--- src/rtl/data_memory_bytelane.sv ---
// Byte-lane RV32 data memory: LB/LBU/LH/LHU/LW, SB/SH/SW, registered read, hardware zero-fill after reset.
// Optional: MISALIGN_TRAP_EN turns misaligned half/word accesses into errors instead of force-aligning them.
module data_memory_bytelane #(
  parameter int unsigned DEPTH  = 32,
  parameter int unsigned ADDR_W = 32
) (
  input  logic              clk,
  input  logic              rst_n,
  input  logic              req,
  input  logic              we,
  input  logic [1:0]        size,
  input  logic              uns,
  input  logic [ADDR_W-1:0] a,
  input  logic [31:0]       wd,
  output logic              ready,
  output logic              valid,
  output logic [31:0]       rd,
  output logic              err
);

  localparam int unsigned MEM_AW = (DEPTH > 1) ? $clog2(DEPTH) : 1;
  localparam int unsigned IDX_W  = ADDR_W - 2;

  typedef enum logic {ST_CLEAR, ST_IDLE} state_t;

  state_t            state, state_nxt;
  logic [MEM_AW-1:0] cnt;
  logic              clr_en_c, ready_nxt_c;
  logic [31:0]       mem [DEPTH];

  logic [IDX_W-1:0]  idx_c;
  logic [MEM_AW-1:0] mem_addr_c;
  logic              in_range_c, misalign_c, ok_c, accept_c;
  logic [1:0]        off_c;
  logic [31:0]       rword_c, shifted_c, load_c, wlane_c;
  logic [3:0]        be_c;

  // State register
  always_ff @(posedge clk or negedge rst_n) begin
    if (!rst_n) state <= ST_CLEAR;
    else        state <= state_nxt;
  end

  // Next state: leave CLEAR once the last word has been zeroed
  always_comb begin
    state_nxt = state;
    case (state)
      ST_CLEAR: if (cnt == MEM_AW'(DEPTH - 1)) state_nxt = ST_IDLE;
      ST_IDLE:  state_nxt = ST_IDLE;
      default:  state_nxt = ST_CLEAR;
    endcase
  end

  // FSM outputs
  always_comb begin
    clr_en_c    = 1'b0;
    ready_nxt_c = 1'b0;
    if (state == ST_CLEAR)    clr_en_c    = 1'b1;
    if (state_nxt == ST_IDLE) ready_nxt_c = 1'b1;
  end

  always_ff @(posedge clk or negedge rst_n) begin
    if (!rst_n) begin
      cnt   <= '0;
      ready <= 1'b0;
    end else begin
      if (clr_en_c) cnt <= cnt + MEM_AW'(1);
      ready <= ready_nxt_c;
    end
  end

  // Address decode, range and alignment
  always_comb begin
    idx_c      = a[ADDR_W-1:2];
    mem_addr_c = idx_c[MEM_AW-1:0];
    in_range_c = 64'(idx_c) < 64'(DEPTH);
`ifdef MISALIGN_TRAP_EN
    misalign_c = ((size == 2'b01) && a[0]) || ((size == 2'b10) && (a[1:0] != 2'b00));
    off_c      = a[1:0];
`else
    misalign_c = 1'b0;
    case (size)
      2'b01:   off_c = {a[1], 1'b0};
      2'b10:   off_c = 2'b00;
      default: off_c = a[1:0];
    endcase
`endif
    ok_c     = in_range_c && (size != 2'b11) && !misalign_c;
    accept_c = ready && req;
  end

  // Load extraction and store lane steering
  always_comb begin
    rword_c   = mem[mem_addr_c];
    shifted_c = rword_c >> {off_c, 3'b000};
    case (size)
      2'b00: begin
        load_c  = uns ? {24'h0, shifted_c[7:0]} : {{24{shifted_c[7]}}, shifted_c[7:0]};
        wlane_c = {4{wd[7:0]}};
        be_c    = 4'b0001 << off_c;
      end
      2'b01: begin
        load_c  = uns ? {16'h0, shifted_c[15:0]} : {{16{shifted_c[15]}}, shifted_c[15:0]};
        wlane_c = {2{wd[15:0]}};
        be_c    = off_c[1] ? 4'b1100 : 4'b0011;
      end
      default: begin
        load_c  = shifted_c;
        wlane_c = wd;
        be_c    = 4'b1111;
      end
    endcase
  end

  // Word array: zero-fill during CLEAR, lane-masked store on accept
  always_ff @(posedge clk) begin
    if (clr_en_c) begin
      mem[cnt] <= 32'h0;
    end else if (accept_c && we && ok_c) begin
      for (int i = 0; i < 4; i++) begin
        if (be_c[i]) mem[mem_addr_c][8*i +: 8] <= wlane_c[8*i +: 8];
      end
    end
  end

  // Registered response; RD/ERR hold when nothing is accepted
  always_ff @(posedge clk or negedge rst_n) begin
    if (!rst_n) begin
      valid <= 1'b0;
      rd    <= 32'h0;
      err   <= 1'b0;
    end else begin
      valid <= accept_c;
      if (accept_c) begin
        rd  <= (ok_c && !we) ? load_c : 32'h0;
        err <= !ok_c;
      end
    end
  end

endmodule

--- config.mk ---
export PLATFORM = sky130hd
export DESIGN_NAME = data_memory_bytelane
export DESIGN_NICKNAME = d
export VERILOG_FILES = /design/src/rtl/data_memory_bytelane.sv
export SDC_FILE = /design/constraint.sdc
export NUM_CORES = 1
export LEC_CHECK = 0
export BUFFER_PORTS_ARGS = -buffer_cell sky130_fd_sc_hd__clkbuf_2
export CAP_MARGIN = 20
export CORE_UTILIZATION = 54
export CTS_CLUSTER_DIAMETER = 40
export CTS_CLUSTER_SIZE = 40
export DETAILED_ROUTE_END_ITERATION = 16
export HOLD_SLACK_MARGIN = 0.06
export PLACE_DENSITY = 0.72
export SLEW_MARGIN = 20
export SYNTH_ARGS = -nofsm -noshare
export SYNTH_HDL_FRONTEND = slang
export SYNTH_SLANG_ARGS = --single-unit
--- constraint.sdc ---
create_clock -name clk -period 8 [get_ports clk]
set_input_delay 1.6 -clock clk [delete_from_list [all_inputs] [get_ports clk]]
set_output_delay 1.6 -clock clk [all_outputs]
set_load 0.03 [all_outputs]
[Word level (Yosys, flattened, before mapping)]
Memory sizes are Yosys's and may differ from the RTL's.
Index checks and enable logic that the tools add are counted.
Storage, ports and cells
  logic and storage cells: 56
  output and inout port bits: 35
  memories kept: 1
  RAM bits: 1024
  input port bits: 71
  bits in registers: 41
Cells by class
  add/sub/neg operators: 1
  order comparisons: 1
  bitwise logic cells: 1
  shift-type cells: 2
  equality and inequality tests: 4
  mux-type cells: 31
  reduce and logical (&&, ||, !) cells: 9
Memory list
  mem: depth 32, bits a word 32, rd ports 1, clocked after memory_dff 0, write ports 1, RTL line 29  | logic [31:0] mem [DEPTH];
Operators with widths (count)
  $mux 32: 4
  $pmux 32 s2: 2
  $reduce_or 32->1: 1
  $shr 32x5->32: 1
  $lt 30x6->1 const B: 1
  $mux 1: 19
  $mux 4: 2
  $pmux 4 s2: 1
  $add 5x1->5 const B: 1
  $eq 5x5->1 const B: 1
  $logic_and 1x1->1: 5
  $mux 5: 1
  $pmux 2 s2: 1
  $shl 1x2->4 const A: 1
  $eq 2x1->1 const B: 1
  $eq 2x2->1 const B: 1
  $logic_not 1->1: 2
  $logic_not 2->1: 1
  $ne 2x2->1 const B: 1
  $pmux 1 s2: 1
  $not 1->1: 1

[Logic depth before layout (Yosys ltp)]
  depth in word-level cells: 10
  depth in mapped cells: 14
  mapped depth without buffers: 9

[Worst setup path after synthesis]
Ideal clock, no wire load.
  kind: input -> register
  start: input port size[0]
  end: memory mem[0][27] (data pin)
  arrival time: 3.764 ns
  setup slack: 3.839 ns
  required time: 7.602 ns
  stages on the path: 7
  buffers on the path: 2
  library setup time: 0.398 ns
  path through: ha_1 > nor4_1 > and3_1 > nand3_1 > clkbuf_1 > buf_1 > a31oi_1
On the way
  longest elaborated chain between the ends: 10
  elaborated cells on any way between the ends: 29
  classes of those cells: eq/ne (3); shift (1); mux (21); reduce/logical (4)
Ends and longest elaborated chain
  start: declaration: RTL line 11  | input logic [1:0] size,
  $eq 2x2->1 / $eq 2x1->1 (equally long branches): RTL line 82, 96
  $pmux 2 s2: RTL line 82  | case (size)
  $mux 4 / $shl 1x2->4 (equally long branches): RTL line 105, 100
  $pmux 4 s2: RTL line 96  | case (size)
  $mux 1: RTL line 121  | if (be_c[i]) mem[mem_addr_c][8*i +: 8] <= wlane_c[8*i +: 8];
  $mux 1: RTL line 119  | end else if (accept_c && we && ok_c) begin
  $mux 1: RTL line 117  | if (clr_en_c) begin
  $mux 1 (not written as such): RTL line 121
  $reduce_or 32->1 (no source line)
  $mux 32 (no source line) *
  end: declaration: RTL line 29
Mark *: on every way between the ends. The rest lies on a longest branch, timed or not.

[Final worst setup path]
  start: input port a[3]
  end: register rd[19]
On the way
  longest elaborated chain between the ends: 5
  elaborated cells on any way between the ends: 9
  classes of those cells: order compare (1); shift (1); mux (4); reduce/logical (2); memory (1)
Ends and longest elaborated chain
  start: declaration: RTL line 13  | input logic [ADDR_W-1:0] a,
  $mem_v2 32x32
  $shr 32x5->32: RTL line 95  | shifted_c = rword_c >> {off_c, 3'b000};
  $mux 32 (on tied branches): RTL line 103, 98
  $pmux 32 s2: RTL line 96
  $mux 32 *: RTL line 135  | rd <= (ok_c && !we) ? load_c : 32'h0;
  end signal: assignment: RTL line 135
  end: declaration: RTL line 17  | output logic [31:0] rd,
Marks and branches as above.
A chain may end at the register's enable or synchronous reset.

==> out/results.ini <==
[worst_setup_path]
critPathArrivalTime_ns = 5.38
cp-start-kind = input pin
cp-end-kind = flop
path_class = in -> reg
worst_r2r_endpoint = mem[12][22]
required_ns = 8.55
r2r_cells = 9
r2r-start = ready
cp_max_fo = 55
crit_end = rd[19]
crit_path_frequent_cell = buf_4
r2r_setup_slack_ns = 4.03
critical_path.startpoint = a[3]
path_cells = buf_6 > and2_1 > buf_4 > a22oi_1 > a21oi_1 > nor4_1 > buf_4 > a2bb2o_1 > o31ai_4 > buf_8 > nand3b_1
path_buf_inv = 4
worstSetupPathDepth = 11
slowest_delay_ns = 0.87
slowest_stage = and2_1
crit_family = compound AO/OA/AOI/OAI gates

[floorplan]
initial_core_util_pct = 54.74
core_area_sq_um = 77720
pin_count = 106
row_count = 102
die_h_um = 282.7
die_w_um = 282.7
fp.dieArea_sq_um = 79920

[clock_tree]
cts.clk_slew.worst_paths_ns = 0.06
clkLatencyLatePin_ns = 0.69
clockRootBuffer = clkbuf_16
cts_resized = 0
cts_setup_buffers = 0
cts_buffer_depth = 3
clkSinkCount = 1064
cts_tree = built
htree_levels = 3
hold_buffers = 0
numCtsBuffers = 116

[layout]
seqCellArea_sq_um = 31750
drive_gt1_share_pct = 25.55
nNetsFinal = 2498
area_growth_pct = 14.12
multiInputGateArea_sq_um = 10230
postLayoutCellArea_sq_um = 48560
fill_cells = 5225

[power_and_ir_drop]
p_int_mw = 9.314
p_leak_nw = 18.50
combPwrFrac_pct = 3.0
seqPwrFrac_pct = 50.5
ir_drop_mv = 0.2059
clockPowerShare_pct = 46.6
p_per_area_nw_per_um2 = 245.4
p_sw_mw = 2.599
power_switching_share_pct = 21.82

[global_routing]
grt_pass1_vias = 22860
antenna_found_initial = 5
grt_usage_pct = 26.71
gr-total-overflow = 0
grt_first_pass_wirelength_um = 152400
grt_max_degree = 77

[synthesis]
yosysWarnings = 0
synth_edf_count = 1024
yosysUniqueCellTypes = 62
async_flop_share_pct = 3.759
ys_seq_elements = 1064
syn_area_sq_um = 42550
syn_area_per_cell_sq_um = 18.87
synthCells = 2255
synth_nets = 2331
ys_seq_area_share_pct = 74.62
synthFlopType = edfxtp_1

[outcome]
status = complete, no violations

[timing]
rsz0062_at_grt = false
slew_headroom_pct = 23.14
layout_min_cycle_time_ns = 4.830
finalSetupTns_ns = 0
setup-violations-final = 0
finalCritPeriodShare_pct = 60.37
fin_skew_ns = 0.03044
finalHoldViolCount = 0
fmax_ghz = 0.2071
worst_slew_pin_slew_ns = 1.149
drv_slew = 0

[placed_design]
io_buffers = 105
placed_area_sq_um = 44440
place_hpwl_um = 66110
gp_congestion = 0.8733

[drt]
wl_per_cell_um = 29.33
route.detailed.drc = 0
drt_iter0_drc = 3179
drt_pass1_iterations = 6
ant_nets = 0
viasPerCell = 6.464
vias = 23060
drt_wl_total_um = 104600

[job]
cap_violations = 0

[worst_hold_path]
hold_path_class = reg -> reg

## cell usage in the layout (no fill, tap or decap), types with 23 or more instances in the layout
master and count:
clkbuf_16 120, buf_4 76, dfrtp_1 40, nor2_1 162
mux2i_1 135, a221oi_1 25, mux4_2 208, edfxtp_1 1024
nor3_1 23, a21oi_1 39, nand2_1 122, clkbuf_2 101
a22oi_1 55, o21ai_0 36, and2_1 23
## worst min-delay path by stage
stage / from / to / slack [ns] / depth (start not counted)
6_report: rd[7] / rd[7] / 0.49 / 2
5_1_grt: rd[7] / rd[7] / 0.52 / 2
4_1_cts: rd[7] / rd[7] / 0.49 / 2
3_5_place_dp: rd[7] / rd[7] / 0.47 / 2
3_3_place_gp: rd[7] / rd[7] / 0.47 / 2
2_1_floorplan: cnt[0] / cnt[0] / 0.52 / 1
## power groups by stage
stage          clock [mW]  sequential, mW  combinational, mW
2_1_floorplan           0            6.13              0.226
3_3_place_gp            0            6.13              0.343
3_5_place_dp            0            6.13              0.349
4_1_cts              5.59            6.01              0.351
5_1_grt              5.80            6.01              0.373
6_report             5.55            6.01              0.357
## logic make-up after synthesis
group           count (synthesis)  share of synthesized area, %
simple gates                  429                         4.655
xor+xnor                        3                       0.06177
flops                        1064                         74.62
buf+inv                       145                         1.814
mux                           348                         14.42
compound gates                261                         4.273
fa+ha+maj                       5                        0.1470
## layout make-up
cell class | instances | share of cell area [%]
tap | 1040 | 2.680
antenna | 3 | 0.01546
timing repair buffer | 182 | 2.353
inverter | 12 | 0.09276
clock buffer | 125 | 6.223
clock inverter | 95 | 2.175
sequential | 1064 | 65.39
multi-input combinational | 1046 | 21.07
## stage by stage
step	setup WS [ns]	utilization [%]	hold WS [ns]	power, mW	std cells
after detailed placement	2.338	57.18	0.4747	6.479	3343
final	3.170	62.47	0.4861	11.91	3567
after global placement	2.493	57.18	0.4741	6.473	3343
after CTS	3.034	62.43	0.4880	11.95	3563
after floorplan	3.839	-	0.5169	6.356	2255
after global routing	3.058	62.47	0.5213	12.18	3564
## registers in the layout, indices dropped and copies added (netlist names)
register / cells
rd: 32
err: 1
mem: 1024
ready: 1
cnt: 5
valid: 1
## worst reg2reg max path: stages (launching register included)
cell	delay, ns
dfrtp_1	0.76
nor4bb_1	0.39
and4_1	0.31
nand3_2	0.09
buf_4	0.28
nor3_1	0.43
o21ba_2	0.25
a21oi_1	0.08
buf_4	0.24
nor2_1	0.74
## synthesized netlist by cell type (20+ instances only)
cell | instances | area share [%]
mux4_2 | 208 | 11
nand2_1 | 122 | 1.1
nand3_1 | 20 | 0.24
edfxtp_1 | 1024 | 72
a22oi_1 | 55 | 0.97
o21ai_0 | 36 | 0.42
a221oi_1 | 25 | 0.51
and2_1 | 24 | 0.35
clkbuf_1 | 68 | 0.60
buf_2 | 22 | 0.26
nor3_1 | 25 | 0.29
mux2i_1 | 135 | 3.2
dfrtp_1 | 40 | 2.4
nor2_1 | 162 | 1.4
a21oi_1 | 56 | 0.66
## per-layer routing
metal / global-route usage, % / vias to the layer above / part of all wire, %
li1: - / 9582 / -
met1: 37.61 / 11910 / 38
met2: 40.81 / 1367 / 47
met3: 7.262 / 198 / 12
met4: 8.884 / 4 / 3.0
met5: 0 / - / 0.019
Note: power is estimated with default switching activity, not from simulation.
